File: src/rtl/lsu_pkg.sv
// Shared definitions for the load/store unit: data width, access size codes,
// FSM state encoding and the alignment rule for a byte address offset.
// No logic; imported by load_store_unit and lsu_lane_align.
package lsu_pkg;

  localparam int DATA_W = 32;

  // Access size codes as presented on Size; 2'b11 is reserved and handled as a word.
  localparam logic [1:0] SZ_BYTE = 2'b00;
  localparam logic [1:0] SZ_HALF = 2'b01;
  localparam logic [1:0] SZ_WORD = 2'b10;

  typedef enum logic [1:0] {
    ST_IDLE = 2'b00,
    ST_RD   = 2'b01,
    ST_WR   = 2'b10,
    ST_DONE = 2'b11
  } lsu_state_t;

  // Halfwords need an even offset; words (and the reserved code) need offset 0.
  function automatic logic is_misaligned(input logic [1:0] size, input logic [1:0] offset);
    logic mis;
    case (size)
      SZ_BYTE: mis = 1'b0;
      SZ_HALF: mis = offset[0];
      default: mis = (offset != 2'b00);
    endcase
    return mis;
  endfunction

  function automatic logic is_sub_word(input logic [1:0] size);
    return (size == SZ_BYTE) || (size == SZ_HALF);
  endfunction

endpackage

File: src/rtl/lsu_lane_align.sv
// Big-endian byte-lane steering: extracts a load lane from a RAM word and merges store data into one.
// Purely combinational, zero latency; no handshake.
// Ports: word/offset/size/sign_ext/wr_data in; load_val (right-justified, extended) and merged_word out.
module lsu_lane_align
  import lsu_pkg::*;
(
  input  logic [DATA_W-1:0] word,
  input  logic [1:0]        offset,
  input  logic [1:0]        size,
  input  logic              sign_ext,
  input  logic [DATA_W-1:0] wr_data,
  output logic [DATA_W-1:0] load_val,
  output logic [DATA_W-1:0] merged_word
);

  // Big-endian: byte offset k sits 8*(3-k) bits up, and ~k == 3-k for 2-bit k.
  // Halfword offset 0 is the upper half, offset 2 the lower half.
  logic [4:0]        byte_shamt;
  logic [4:0]        half_shamt;
  logic [DATA_W-1:0] lane;
  logic              ext_bit;

  always_comb begin
    byte_shamt  = {~offset, 3'b000};
    half_shamt  = {~offset[1], 4'b0000};
    lane        = '0;
    ext_bit     = 1'b0;
    load_val    = word;
    merged_word = wr_data;
    case (size)
      SZ_BYTE: begin
        lane        = word >> byte_shamt;
        ext_bit     = sign_ext & lane[7];
        load_val    = {{24{ext_bit}}, lane[7:0]};
        merged_word = (word & ~(32'h0000_00FF << byte_shamt))
                    | ({24'h0, wr_data[7:0]} << byte_shamt);
      end
      SZ_HALF: begin
        lane        = word >> half_shamt;
        ext_bit     = sign_ext & lane[15];
        load_val    = {{16{ext_bit}}, lane[15:0]};
        merged_word = (word & ~(32'h0000_FFFF << half_shamt))
                    | ({16'h0, wr_data[15:0]} << half_shamt);
      end
      default: begin
        load_val    = word;
        merged_word = wr_data;
      end
    endcase
  end

endmodule

File: src/rtl/load_store_unit.sv
// DataRAM initiator serving byte/half/word loads and stores; sub-word stores run as read-modify-write.
// Latency from accept edge to Done: misaligned 1, load or word store 2, sub-word store 3 cycles.
// Req is sampled only in IDLE (Busy low); Req during an access is ignored, never queued.
// Ports: Clk/Reset; Req/Wr/Size/SignExt/ByteAddr/WrData request; Busy/Done/Misaligned/RdData status;
//        RamAddr/RamDataIn/RamMemWr/RamDataOut to the word-wide DataRAM.
module load_store_unit
  import lsu_pkg::*;
#(
  parameter int WORD_ADDR_W = 5
) (
  input  logic                   Clk,
  input  logic                   Reset,
  input  logic                   Req,
  input  logic                   Wr,
  input  logic [1:0]             Size,
  input  logic                   SignExt,
  input  logic [WORD_ADDR_W+1:0] ByteAddr,
  input  logic [DATA_W-1:0]      WrData,
  output logic                   Busy,
  output logic                   Done,
  output logic                   Misaligned,
  output logic [DATA_W-1:0]      RdData,
  output logic [WORD_ADDR_W-1:0] RamAddr,
  output logic [DATA_W-1:0]      RamDataIn,
  output logic                   RamMemWr,
  input  logic [DATA_W-1:0]      RamDataOut
);

  lsu_state_t             state_q, state_d;
  logic                   wr_q, wr_d;
  logic [1:0]             size_q, size_d;
  logic                   sext_q, sext_d;
  logic [1:0]             off_q, off_d;
  logic [DATA_W-1:0]      wdata_q, wdata_d;
  logic                   mis_q, mis_d;
  logic [DATA_W-1:0]      rd_data_q, rd_data_d;
  logic [WORD_ADDR_W-1:0] ram_addr_q, ram_addr_d;
  logic [DATA_W-1:0]      ram_din_q, ram_din_d;

  logic [DATA_W-1:0]      load_val;
  logic [DATA_W-1:0]      merged_word;
  logic                   req_mis;

  // Lane steering always works on the live RAM word and the latched request.
  lsu_lane_align u_lane_align (
    .word        (RamDataOut),
    .offset      (off_q),
    .size        (size_q),
    .sign_ext    (sext_q),
    .wr_data     (wdata_q),
    .load_val    (load_val),
    .merged_word (merged_word)
  );

  assign req_mis = is_misaligned(Size, ByteAddr[1:0]);

  always_comb begin
    state_d    = state_q;
    wr_d       = wr_q;
    size_d     = size_q;
    sext_d     = sext_q;
    off_d      = off_q;
    wdata_d    = wdata_q;
    mis_d      = mis_q;
    rd_data_d  = rd_data_q;
    ram_addr_d = ram_addr_q;
    ram_din_d  = ram_din_q;

    case (state_q)
      ST_IDLE: begin
        if (Req) begin
          wr_d    = Wr;
          size_d  = Size;
          sext_d  = SignExt;
          off_d   = ByteAddr[1:0];
          wdata_d = WrData;
          mis_d   = req_mis;
          if (req_mis) begin
            // Rejected: no RAM cycle, RamAddr keeps its previous value.
            state_d = ST_DONE;
          end else begin
            ram_addr_d = ByteAddr[WORD_ADDR_W+1:2];
            if (Wr && !is_sub_word(Size)) begin
              ram_din_d = WrData;
              state_d   = ST_WR;
            end else begin
              // Loads and sub-word stores both need the current RAM word first.
              state_d = ST_RD;
            end
          end
        end
      end
      ST_RD: begin
        if (wr_q) begin
          ram_din_d = merged_word;
          state_d   = ST_WR;
        end else begin
          rd_data_d = load_val;
          state_d   = ST_DONE;
        end
      end
      ST_WR:   state_d = ST_DONE;
      default: state_d = ST_IDLE;
    endcase
  end

  always_ff @(posedge Clk) begin
    if (Reset) begin
      state_q    <= ST_IDLE;
      wr_q       <= 1'b0;
      size_q     <= SZ_BYTE;
      sext_q     <= 1'b0;
      off_q      <= 2'b00;
      wdata_q    <= '0;
      mis_q      <= 1'b0;
      rd_data_q  <= '0;
      ram_addr_q <= '0;
      ram_din_q  <= '0;
    end else begin
      state_q    <= state_d;
      wr_q       <= wr_d;
      size_q     <= size_d;
      sext_q     <= sext_d;
      off_q      <= off_d;
      wdata_q    <= wdata_d;
      mis_q      <= mis_d;
      rd_data_q  <= rd_data_d;
      ram_addr_q <= ram_addr_d;
      ram_din_q  <= ram_din_d;
    end
  end

  assign Busy       = (state_q != ST_IDLE);
  assign Done       = (state_q == ST_DONE);
  assign Misaligned = (state_q == ST_DONE) && mis_q;
  assign RdData     = rd_data_q;
  assign RamAddr    = ram_addr_q;
  assign RamDataIn  = ram_din_q;
  // Gated by Reset so an access aborted in its write cycle never commits.
  assign RamMemWr   = (state_q == ST_WR) && !Reset;

endmodule

File: config.mk
export PLATFORM = sky130hd
export DESIGN_NAME = load_store_unit
export DESIGN_NICKNAME = d
export VERILOG_FILES = /design/src/rtl/lsu_pkg.sv /design/src/rtl/lsu_lane_align.sv /design/src/rtl/load_store_unit.sv
export SDC_FILE = /design/constraint.sdc
export NUM_CORES = 1
export LEC_CHECK = 0
export CORE_ASPECT_RATIO = 1.2
export CORE_MARGIN = 2
export CORE_UTILIZATION = 45
export CTS_CLUSTER_SIZE = 30
export DETAILED_ROUTE_END_ITERATION = 8
export PLACE_DENSITY_LB_ADDON = 0.2
export SLEW_MARGIN = 20
export SYNTH_ARGS = -nofsm -noshare
export SYNTH_HDL_FRONTEND = slang
export SYNTH_SLANG_ARGS = --single-unit
File: constraint.sdc
create_clock -name Clk -period 1.72 [get_ports Clk]
set_input_delay 0.43 -clock Clk [delete_from_list [all_inputs] [get_ports Clk]]
set_output_delay 0.43 -clock Clk [all_outputs]
set_load 0.005 [all_outputs]
### Yosys cells after proc, flatten, opt, wreduce, memory -nomap -nowiden

Cells that the tools add are included.

* flip-flop bits (word level): 110
* output and inout port bits: 73

* shift-type cells: 6
* bitwise gates (word level): 12
* reduce and logical (&&, ||, !) cells: 16
* eq/ne operators: 9
* mux-type cells: 13

Operators by type and width (number)
* $pmux 32 s2: 3
* $mux 32: 4
* $and 32x32->32: 2
* $not 32->32: 2
* $or 32x32->32: 2
* $shl 16x5->32: 1
* $shl 16x5->32 const A: 1
* $shl 8x5->32: 1
* $shl 8x5->32 const A: 1
* $shr 32x5->16: 1
* $shr 32x5->8: 1
* $ne 2x2->1 const B: 4
* $eq 2x1->1 const B: 3
* $logic_not 2->1: 3
* $mux 2: 3
* $pmux 2 s3: 1
* $reduce_bool 2->1: 3
* $reduce_and 5->1: 1
* $eq 2x2->1 const B: 2
* $reduce_and 2->1: 2
* $logic_and 1x1->1: 3
* $not 1->1: 3
* $reduce_and 3->1: 1
* $and 1x1->1: 2
* 5 further kinds: 6

### Logic depth before layout (Yosys ltp)

* depth in word-level cells: 8
* depth in mapped cells: 9
* gate-level depth less buffers: 6

### Cells and area by module

Synthesis repeated with hierarchy kept, for this count alone.

* cell total of the unflattened synthesis: 751
* area, all modules: 6133.4 um^2

Modules (own cells, without submodules)
* load_store_unit: cells an instance 534, sequential area each 2202.1 um^2, area an instance 4703.3 um^2, times used 1
* lsu_lane_align: cells an instance 217, sequential area each 0.0 um^2, area an instance 1430.1 um^2, times used 1

### Worst setup path before layout

OpenSTA, ideal clock, no wires.

* path kind: reg-to-reg
* from: register state_q[1]
* to: register ram_din_q[24] (netlist: RamDataIn[24])
* cell stages (with the launch flop): 9
* setup slack: 0.022 ns
* period minus slack after synthesis: 1.698 ns
* setup time: 0.117 ns
* path buffers: 3
* data arrival time: 1.580 ns
* cells stage by stage: dfxtp_1 > inv_1 > ha_1 > buf_4 > and2_1 > clkbuf_1 > clkbuf_1 > a21o_1 > a32o_1

* longest elaborated chain between the ends: 3
* elaborated cells on any way between the ends: 9
* those cells by class: 5 x eq/ne; 1 x mux; 3 x reduce/logical

Ends and longest elaborated chain
* start: declaration: RTL line load_store_unit.sv:29 `lsu_state_t state_q, state_d;`
* start signal: assignment: RTL line load_store_unit.sv:120 `state_q <= state_d;`
* $eq 2x1->1 / $logic_not 2->1 (equally long branches): RTL line load_store_unit.sv:69 `case (state_q)`
* $ne 2x2->1 (no source line) / $reduce_bool 2->1 (equally long branches)
* $reduce_and 5->1 (no source line)
* end signal: assignment: RTL line load_store_unit.sv:129 `ram_din_q <= ram_din_d;`
* end: declaration: RTL line load_store_unit.sv:38 `logic [DATA_W-1:0] ram_din_q, ram_din_d;`

Parallel ways exist; a longest one is shown, timed or not.
A chain may end at the register's enable or synchronous reset.

### Worst setup path in the final report

* from: register state_q[0]
* to: output Busy

* longest elaborated chain between the ends: 1

Ends and longest elaborated chain
* $reduce_bool 2->1: RTL line load_store_unit.sv:133 `assign Busy = (state_q != ST_IDLE);`
* end: declaration: RTL line load_store_unit.sv:19 `output logic Busy,`

Every way passes these cells.

==> results.sh <==
export IMPL_synth_cells=677
export IMPL_syn_cell_area_um2=5830
export IMPL_cp_max_fo=5
export IMPL_crit_chain="inv_4, ha_4, inv_2, dlygate4sd2_1"
export IMPL_power_mw=12.1
export IMPL_combinationalPowerShare=0.523
export IMPL_ys_flop_type="dfxtp_1"
export IMPL_clkSinkCount=110
export IMPL_setup_slack_ns=0.0306
export IMPL_synth_ff_latch_count=110
export IMPL_dieArea_um2=13900
export IMPL_critPathSlowestCell="dfxtp_4"
export IMPL_areaGrowthSynthToFinish_pct=39.8
export IMPL_synth_top_area_share=0.378
export IMPL_io_buffer_count=150
export IMPL_yosysSeqAreaShare=0.378
export IMPL_ys_types=60
export IMPL_grt_setup_unrepaired="yes"
export IMPL_grt_max_degree=39
export IMPL_cts_clk_slew_worst_paths_ns=0.08
export IMPL_cts_tree="yes"
export IMPL_net_switching_power_mw=4.72
export IMPL_drt_pre_antenna_iters=5
export IMPL_arrival_ns=1.26
export IMPL_dp_slack_ns=-0.216
export IMPL_antenna_found_initial=0
export IMPL_final_min_clock_period_ns=1.69
export IMPL_slew_violations=0
export IMPL_place_congestion=0.898
export IMPL_clk_latency_ns=0.34
export IMPL_end_kind="primary output"
export IMPL_grt_overflow=0
export IMPL_post_drt_wl_per_cell_um=19.3
export IMPL_fin_nets=926
export IMPL_fmax_ghz=0.592
export IMPL_synthTopCellsByArea="dfxtp_1, nand2_1, mux2i_1"
export IMPL_ios=151
export IMPL_drv_cap=0
export IMPL_crit_family="buffers and inverters"
export IMPL_vias=5927
export IMPL_crit_buf_inv=3
export IMPL_avgViaCountPerCell=5.85
export IMPL_yosysTopAreaCell="dfxtp_1"
export IMPL_drtAntennaViolNets=0
export IMPL_synth_edf_count=0
export IMPL_status="finished clean"
export IMPL_cts_buffer_depth=2
export IMPL_syn_num_nets=759
export IMPL_path_class="register to primary output"
export IMPL_synth_most_common_cell="dfxtp_1"
export IMPL_syn_area_per_cell_um2=8.61
export IMPL_cts_htree_levels=3
export IMPL_pwr_density_cell_nw_per_um2=1490
export IMPL_grt_pass1_vias=5703
export IMPL_die_w_um=108
export IMPL_p_int_mw=7.40
export IMPL_n_antenna_cell=0
export IMPL_numCtsBuffers=9
export IMPL_hp_class="register to register"
export IMPL_final_core_util=0.643
export IMPL_die_y_um=129
export IMPL_finalHoldViolCount=0
export IMPL_startpoint_type="register"
export IMPL_ctsHoldBuffers=0
export IMPL_max_stage_delay_ns=0.37
export IMPL_power_leakage_nw=3.17
export IMPL_finClkSkew_ns=0.00769
export IMPL_grt_usage=0.279
export IMPL_synth_async_reset_ratio=0
export IMPL_slew_headroom=0.624
export IMPL_seq_power_share=0.312
export IMPL_row_count=45
export IMPL_drive_above_1_share=0.158
export IMPL_irDropWorstVdd_v=0.000792
export IMPL_initial_core_util=0.460
export IMPL_root_buffer="clkbuf_16"
export IMPL_core_area_um2=12700
export IMPL_clkPwrFrac=0.165
export IMPL_dp_hpwl_um=14600
export IMPL_grt_pass1_wl_um=30600
export IMPL_first_iter_violations=397
export IMPL_synth_commonest_cells="dfxtp_1, nand2_1, a21oi_1"
export IMPL_cp_required_ns=1.29
export IMPL_worstMarginPinSlew_ns=0.562
export IMPL_fin_crit_sh=0.982
export IMPL_drt_wl_total_um=19600
export IMPL_setup_viol=0
export IMPL_switching_share=0.389
export IMPL_yosys_warnings=0
export IMPL_drc=0
## cells in the final DEF, fill, tap and decap left out, types with 3 or more instances in the layout
cell type and instances:
o311a_1 8, mux2i_1 31, buf_12 8, a22o_1 8, a211oi_2 10, o21ai_0 19, mux2_2 6, nand2_1 104
nand3_1 9, nor2_1 42, a311o_1 6, a22oi_1 15, inv_1 11, a21o_1 25, o21ai_1 7, a32oi_1 6
buf_4 60, and2_1 3, clkdlybuf4s50_1 145, a32o_1 24, a211oi_1 15, ha_4 3, clkbuf_16 9, o221ai_1 6
o211ai_1 16, o32ai_1 6, a21oi_1 50, nor3_1 27, a21boi_0 5, nand2b_1 4, dfxtp_1 107
## registers in the layout, indices dropped and copies added (netlist names)
signal / count
RamDataIn: 32
RdData: 32
wdata_q: 32
RamAddr: 5
off_q: 2
size_q: 2
state_q: 2
mis_q: 1
sext_q: 1
wr_q: 1
## worst register-to-register path: stages (launching register included)
cell      delay, ns
dfxtp_2        0.54
nand2b_1       0.45
o221ai_1       0.28
a32o_1         0.31
## area by class of cell
| cell class | count | area, um2 |
|---|---|---|
| inverter | 15 | 61.3 |
| clock inverter | 6 | 55.1 |
| fill | 1122 | 4520 |
| tap | 164 | 205 |
| clock buffer | 10 | 229 |
| multi-input combinational | 489 | 3270 |
| timing repair buffer | 219 | 2110 |
| sequential | 110 | 2210 |
## timing repair
action / 4_1_cts / 5_1_grt
gates resized for setup: 14 / 21
setup buffers: 1 / 0
pin swaps: 0 / 1
endpoints found under the setup margin: 17 / 45
## path summary, 6_finish.rpt
kind                             from                          to  depth (start not counted)  slack [ns]
max           state_q[0]$_SDFFE_PP0P_                        Busy                          4        0.03
min          wdata_q[27]$_SDFFE_PP0P_    wdata_q[27]$_SDFFE_PP0P_                          2        0.46
max reg2reg    size_q[1]$_SDFFE_PP0P_  RamDataIn[25]$_SDFFE_PP0P_                          3        0.05
min reg2reg  wdata_q[27]$_SDFFE_PP0P_    wdata_q[27]$_SDFFE_PP0P_                          2        0.46
## layer usage
layer / wire length, um / global-route usage / vias up
met4: 347 / 0.0694 / 0
li1: - / - / 2833
met2: 9440 / 0.467 / 282
met5: 0 / 0 / -
met3: 1500 / 0.0431 / 25
met1: 8280 / 0.378 / 2787
## power groups by stage
stage	clock network [mW]	logic, mW	registers (mW)
6_report	2.00	6.34	3.78
3_5_place_dp	0	6.12	3.79
3_3_place_gp	0	6.00	3.76
4_1_cts	2.03	6.17	3.75
2_1_floorplan	0	3.56	3.68
5_1_grt	2.15	6.87	3.85
## stage by stage
| step | hold WS [ns] | std cells | instance area (um2) | setup TNS, ns |
|---|---|---|---|---|
| 5_1_grt | 0.470 | 1013 | 8150 | -0.0396 |
| 6_report | 0.455 | 1013 | 8150 | 0 |
| 3_5_place_dp | 0.443 | 996 | 7790 | -15.78 |
| 3_3_place_gp | 0.441 | 996 | 7790 | -12.83 |
| 2_1_floorplan | 0.433 | 677 | 5830 | 0 |
| 4_1_cts | 0.454 | 1013 | 8090 | -0.0857 |
## cell families after synthesis
group | Yosys count | share of synthesized area
buffers and inverters | 78 | 0.0708
AOI/OAI and AO/OA | 241 | 0.317
muxes | 39 | 0.0695
DFF | 110 | 0.378
and+or+nand+nor | 205 | 0.157
adders and majority gates | 4 | 0.00859
Power figures use the tool's default switching activity.
